**src/rtl/rr_mux_arbiter_pkg.sv**
```systemverilog
// mux_arb_pkg: shared constants, state encoding and rotating-priority helper for rr_mux_arbiter.
package mux_arb_pkg;

    localparam int NREQ = 4;
    localparam int SELW = 2;

    typedef enum logic {IDLE, GRANT} state_t;

    // Returns {found, idx}: first requester after last, wrapping so last itself is checked last.
    function automatic logic [SELW:0] rr_next(input logic [NREQ-1:0] req, input logic [SELW-1:0] last);
        logic [SELW-1:0] idx;
        rr_next = '0;
        for (int k = NREQ; k >= 1; k--) begin
            idx = last + SELW'(k);
            if (req[idx]) rr_next = {1'b1, idx};
        end
    endfunction

endpackage

```
**src/rtl/rr_mux_arbiter_if.sv**
```systemverilog
// rr_mux_arbiter_if: producer request/data bundle plus the valid/ready output channel.
interface rr_mux_arbiter_if #(parameter int WIDTH = 8);
    import mux_arb_pkg::*;

    logic [NREQ-1:0]       req;
    logic [NREQ*WIDTH-1:0] in;
    logic [NREQ-1:0]       ack;
    logic                  out_valid;
    logic                  out_ready;
    logic [WIDTH-1:0]      out;
    logic [SELW-1:0]       sel;
    logic                  busy;

    modport master (
        input  req, in, out_ready,
        output ack, out_valid, out, sel, busy
    );

    modport slave (
        output req, in, out_ready,
        input  ack, out_valid, out, sel, busy
    );

endinterface

```
**src/rtl/rr_mux_arbiter_pick.sv**
```systemverilog
// rr_pick: combinational rotating priority encoder; the previous holder has lowest priority.
module rr_pick
    import mux_arb_pkg::*;
(
    input  logic [NREQ-1:0] i_req,
    input  logic [SELW-1:0] i_last,
    output logic [SELW-1:0] o_gnt_idx,
    output logic            o_any
);

    assign {o_any, o_gnt_idx} = rr_next(i_req, i_last);

endmodule

```
**src/rtl/rr_mux_arbiter.sv**
```systemverilog
// rr_mux_arbiter: round-robin burst arbiter sharing one WIDTH-bit valid/ready channel among 4 producers.
module rr_mux_arbiter
    import mux_arb_pkg::*;
#(
    parameter int WIDTH     = 8,
    parameter int MAX_BURST = 4
) (
    input  logic                 clk,
    input  logic                 rst,
    rr_mux_arbiter_if.master     bus
);

    localparam int CW = (MAX_BURST > 1) ? $clog2(MAX_BURST) : 1;

    state_t          r_state, w_state_n;
    logic [SELW-1:0] r_sel, w_sel_n;
    logic [SELW-1:0] r_last, w_last_n;
    logic [CW-1:0]   r_cnt, w_cnt_n;

    logic            w_valid, w_xfer, w_release, w_any;
    logic [SELW-1:0] w_pick_last, w_gnt_idx;

    assign w_valid   = (r_state == GRANT) && bus.req[r_sel];
    assign w_xfer    = w_valid && bus.out_ready;
    assign w_release = (r_state == GRANT) && (!bus.req[r_sel] || (w_xfer && r_cnt == CW'(MAX_BURST - 1)));

    // On release the current holder becomes "last", so rotate relative to it directly.
    assign w_pick_last = (r_state == GRANT) ? r_sel : r_last;

    rr_pick u_pick (
        .i_req     (bus.req),
        .i_last    (w_pick_last),
        .o_gnt_idx (w_gnt_idx),
        .o_any     (w_any)
    );

    always_ff @(posedge clk or posedge rst) begin
        if (rst) begin
            r_state <= IDLE;
            r_sel   <= '0;
            r_last  <= SELW'(NREQ - 1);
            r_cnt   <= '0;
        end else begin
            r_state <= w_state_n;
            r_sel   <= w_sel_n;
            r_last  <= w_last_n;
            r_cnt   <= w_cnt_n;
        end
    end

    always_comb begin
        w_state_n = r_state;
        w_sel_n   = r_sel;
        w_last_n  = r_last;
        w_cnt_n   = r_cnt;
        if (r_state == IDLE) begin
            if (w_any) begin
                w_state_n = GRANT;
                w_sel_n   = w_gnt_idx;
                w_cnt_n   = '0;
            end
        end else if (w_release) begin
            w_last_n = r_sel;
            w_state_n = w_any ? GRANT : IDLE;
            w_sel_n   = w_any ? w_gnt_idx : r_sel;
            w_cnt_n   = '0;
        end else if (w_xfer) begin
            w_cnt_n = r_cnt + CW'(1);
        end
    end

    assign bus.out_valid = w_valid;
    assign bus.ack       = {NREQ{w_xfer}} & (NREQ'(1) << r_sel);
    assign bus.out       = bus.in[r_sel*WIDTH +: WIDTH];
    assign bus.sel       = r_sel;
    assign bus.busy      = (r_state == GRANT);

endmodule

```
**src/flat_wrapper.sv**
```systemverilog
// flat-port wrapper written by rule: the top's interface ports become plain ports
module rr_mux_arbiter_flat import mux_arb_pkg::*;
#(
    parameter int WIDTH     = 8,
    parameter int MAX_BURST = 4
)
  (clk, rst, bus_req, bus_in, bus_out_ready, bus_ack, bus_out_valid, bus_out, bus_sel, bus_busy);
  rr_mux_arbiter_if #(.WIDTH(WIDTH)) bus_i ();
  input  logic clk;
  input  logic rst;
  input wire logic [$bits(bus_i.req)-1:0] bus_req;
  input wire logic [$bits(bus_i.in)-1:0] bus_in;
  input wire logic [$bits(bus_i.out_ready)-1:0] bus_out_ready;
  output wire logic [$bits(bus_i.ack)-1:0] bus_ack;
  output wire logic [$bits(bus_i.out_valid)-1:0] bus_out_valid;
  output wire logic [$bits(bus_i.out)-1:0] bus_out;
  output wire logic [$bits(bus_i.sel)-1:0] bus_sel;
  output wire logic [$bits(bus_i.busy)-1:0] bus_busy;
  assign bus_i.req = bus_req;
  assign bus_i.in = bus_in;
  assign bus_i.out_ready = bus_out_ready;
  assign bus_ack = bus_i.ack;
  assign bus_out_valid = bus_i.out_valid;
  assign bus_out = bus_i.out;
  assign bus_sel = bus_i.sel;
  assign bus_busy = bus_i.busy;
  rr_mux_arbiter #(.WIDTH(WIDTH), .MAX_BURST(MAX_BURST)) u_core (.clk(clk), .rst(rst), .bus(bus_i));
endmodule
```
**config.mk**
```make
export PLATFORM = sky130hd
export DESIGN_NAME = rr_mux_arbiter_flat
export DESIGN_NICKNAME = d
export VERILOG_FILES = /design/src/rtl/rr_mux_arbiter_pkg.sv /design/src/rtl/rr_mux_arbiter_if.sv /design/src/rtl/rr_mux_arbiter_pick.sv /design/src/rtl/rr_mux_arbiter.sv /design/src/flat_wrapper.sv
export SDC_FILE = /design/constraint.sdc
export NUM_CORES = 1
export LEC_CHECK = 0
export CAP_MARGIN = 20
export CORE_ASPECT_RATIO = 1.25
export CORE_MARGIN = 1
export CORE_UTILIZATION = 37
export CTS_CLUSTER_SIZE = 14
export DETAILED_ROUTE_END_ITERATION = 6
export PLACE_DENSITY = 0.85
export SLEW_MARGIN = 0
export SYNTH_ARGS = -nofsm -noshare
export SYNTH_HDL_FRONTEND = slang
export SYNTH_SLANG_ARGS = --single-unit
```
**constraint.sdc**
```tcl
create_clock -name clk -period 3.15 [get_ports clk]
set_input_delay 0.7875 -clock clk [delete_from_list [all_inputs] [get_ports clk]]
set_output_delay 0.7875 -clock clk [all_outputs]
set_load 0.005 [all_outputs]
```
==> flow_summary.toml <==
[synth]
synthTopCellsByArea = "mux4_2 24%, dfrtp_1 17%, dfstp_2 7.0%"
ys_types = 32
avgSynthCellArea_um2 = 11.1
synth-seq-cells = 7
synth_edf_count = 0
ys_warn_count = 0
synthFlopType = "dfrtp_1"
ys_seq_area_share_pct = 23.5
postSynthCellCount = 68
yosysMostFrequentCell = "mux4_2"
synth_nets = 108
synth_area_um2 = 754
synth_top_area_share_pct = 23.9
synthTopCellsByCount = "8 x mux4_2, 6 x nand2_1, 6 x nor2_1"
synthArstFlopShare_pct = 100
yosysTopAreaCell = "mux4_2"

[status]
status = "completed"

[worst_hold_path]
holdPathStages = 1
min_path_type = "flip-flop to flip-flop"
hp-start = "u_core.r_cnt[1]$_DFFE_PP0P_"
holdPathEnd = "u_core.r_cnt[1]$_DFFE_PP0P_"

[global_route]
grt_pass1_wl_mm = 3.67
grt_pass1_vias = 788
track_usage_pct = 22.4
antenna_found_initial = 0
overflow = 0
grt_max_degree = 12

[placed_design]
gp_congestion = 0.836
io_buffers = 54
hpwl_mm = 1.93

[critical_path]
ff2ff_setup_slack_ns = 1.31
cp.required_ns = 2.36
crit_path_max_incr_delay_ns = 0.51
critical_path.slowest_cell = "clkdlybuf4s50_1"
crit_arrival_ns = 2.27
reg2reg_to = "u_core.bus.sel[1]$_DFFE_PP0P_"
rr_worst_depth = 5
crit_fanout = 3
end_kind = "output pin"
crit_chain = "clkdlybuf4s50_1, mux2i_1, or2_1, nor2_1, clkdlybuf4s50_1"
cp_common_cell = "clkdlybuf4s50_1"
worstSetupStartpointType = "primary input"
path_class = "primary input to output pin"
crit-reg2reg-launch = "u_core.bus.sel[0]$_DFFE_PP0P_"

[sta]
clock_skew_ns = 0.00452
hold_viol = 0
tightest_slew_ns = 0.549
min_period_ns = 3.05
rsz0062_at_grt = "false"
whs_ns = 0.512
final-max-slew-violation-count = 0
fin_tns_setup_ns = 0
setup_violations = 0
relSlewSlack_pct = 63.4
fmax_ghz = 0.327
fin_crit_sh_pct = 97.0

[clock_tree]
cts_tree = "done"
clk_pin_slew_ns = 0.05
worst_skew_pair.late_latency_ns = 0.24
numCtsBuffers = 3
postCtsSetupRepairBufs = 0
cts_resized = 0
htree_levels = 1
cts_root_buf = "clkbuf_4"
holdBufCountCts = 0
cts_sinks = 7
cts_max_path_buffers = 2

[drt]
viasPerCell = 5.37
routed_wl_mm = 2.34
vias = 773
drt_iter0_drc = 10
drcViolationCount = 0
ant_nets = 0
drt_pass1_iterations = 4
wire_per_inst_um = 16.2

[finish]
area_delta_synth_final_pct = 78.3
finalNetCount = 166
fillers = 134
layout-drive-gt1-share_pct = 20.0
n_antenna_cell = 0

[floorplanning]
core_area_um2 = 1830
row_count = 17
die-area_um2 = 2220
io_pins = 55
initial_core_util_pct = 41.2
die_h_um = 52.5
die_x_um = 42.4

[flow_run]
maxCapViolations = 0

[pwr]
powerDensity_nw_per_um2 = 701
power_leakage_nw = 0.549
peakVddDrop_v = 0.000504
## how the worst max path moves through the flow
stage,cells after the start,end,start,slack (ns)
after global routing,5,bus_ack[3],bus_req[1],0.02
after floorplan,3,bus_out[0],u_core.bus.sel[0]$_DFFE_PP0P_,0.97
after global placement,5,bus_ack[1],bus_req[3],0.11
final,5,bus_ack[1],bus_req[3],0.1
after CTS,5,bus_ack[3],bus_req[3],0.09
after detailed placement,5,bus_ack[3],bus_req[3],0.10
## sequential cells by signal (all words and copies together), names as in the netlist
name / count
u_core.bus.busy: 1
u_core.r_last: 2
u_core.r_cnt: 2
u_core.bus.sel: 2
## kinds of logic (layout without fill, tap and decap cells)
logic type | Yosys count | count (layout) | synth area share, %
buf+inv | 10 | 67 | 6.47
compound gates | 12 | 12 | 15.6
fa+ha+maj | 1 | 1 | 1.66
mux | 17 | 17 | 38.3
simple gates | 21 | 21 | 14.4
flops | 7 | 7 | 23.5
## per-stage QoR
stage | util (%) | power (W) | instances | worst slack (ns) | instance area (µm²)
final | 73.5 | 0.000942 | 144 | 0.0953 | 1350
after global routing | 73.5 | 0.00101 | 144 | 0.0232 | 1350
after CTS | 73.5 | 0.000953 | 144 | 0.0939 | 1350
after detailed placement | 72.1 | 0.000868 | 140 | 0.104 | 1320
after global placement | 72.1 | 0.000852 | 140 | 0.114 | 1320
after floorplan | - | 0.000588 | 68 | 0.973 | 754
## where the power goes
| part | switching [W] | internal (W) |
|---|---|---|
| Sequential | 0.0000730 | 0.000139 |
| Combinational | 0.000216 | 0.000436 |
| Clock | 0.0000312 | 0.0000482 |
## final cells by class
class                   instances  area (µm²)  share of cell area [%]
flip-flops and latches          7         178                    13.2
inverters                       5        18.8                    1.40
multi-input cells              51         528                    39.3
repair buffers                 58         571                    42.4
well taps                      19        23.8                    1.77
clock buffers                   4        26.3                    1.95
## critical path: cells and delay by family
kind / cells / cell delay [ns]
multiplexers: 1 / 0.13
AND/OR/NAND/NOR: 2 / 0.37
buffers and inverters: 2 / 0.99
## placed cells by master, fill, tap and decap left out, types with 2 or more instances in the layout
cell / Yosys / layout
a211oi_1: 2 / 2
buf_4: 0 / 4
clkbuf_4: 0 / 3
clkdlybuf4s50_1: 0 / 54
dfrtp_1: 5 / 5
dfstp_2: 2 / 2
inv_1: 5 / 5
mux2_1: 2 / 2
mux2_4: 3 / 3
mux2i_1: 3 / 3
mux4_2: 8 / 8
nand2_1: 6 / 6
nand2b_1: 2 / 2
nor2_1: 6 / 6
nor3b_1: 2 / 2
## routing by layer
metal / global-route usage, % / up-vias / part of all wire (%)
li1: - / 370 / -
met1: 23.3 / 356 / 38
met2: 42.1 / 47 / 50
met3: 7.93 / 0 / 11
met4: 6.25 / 0 / 0
met5: 0 / - / 0
(Power assumes the default switching activity.)
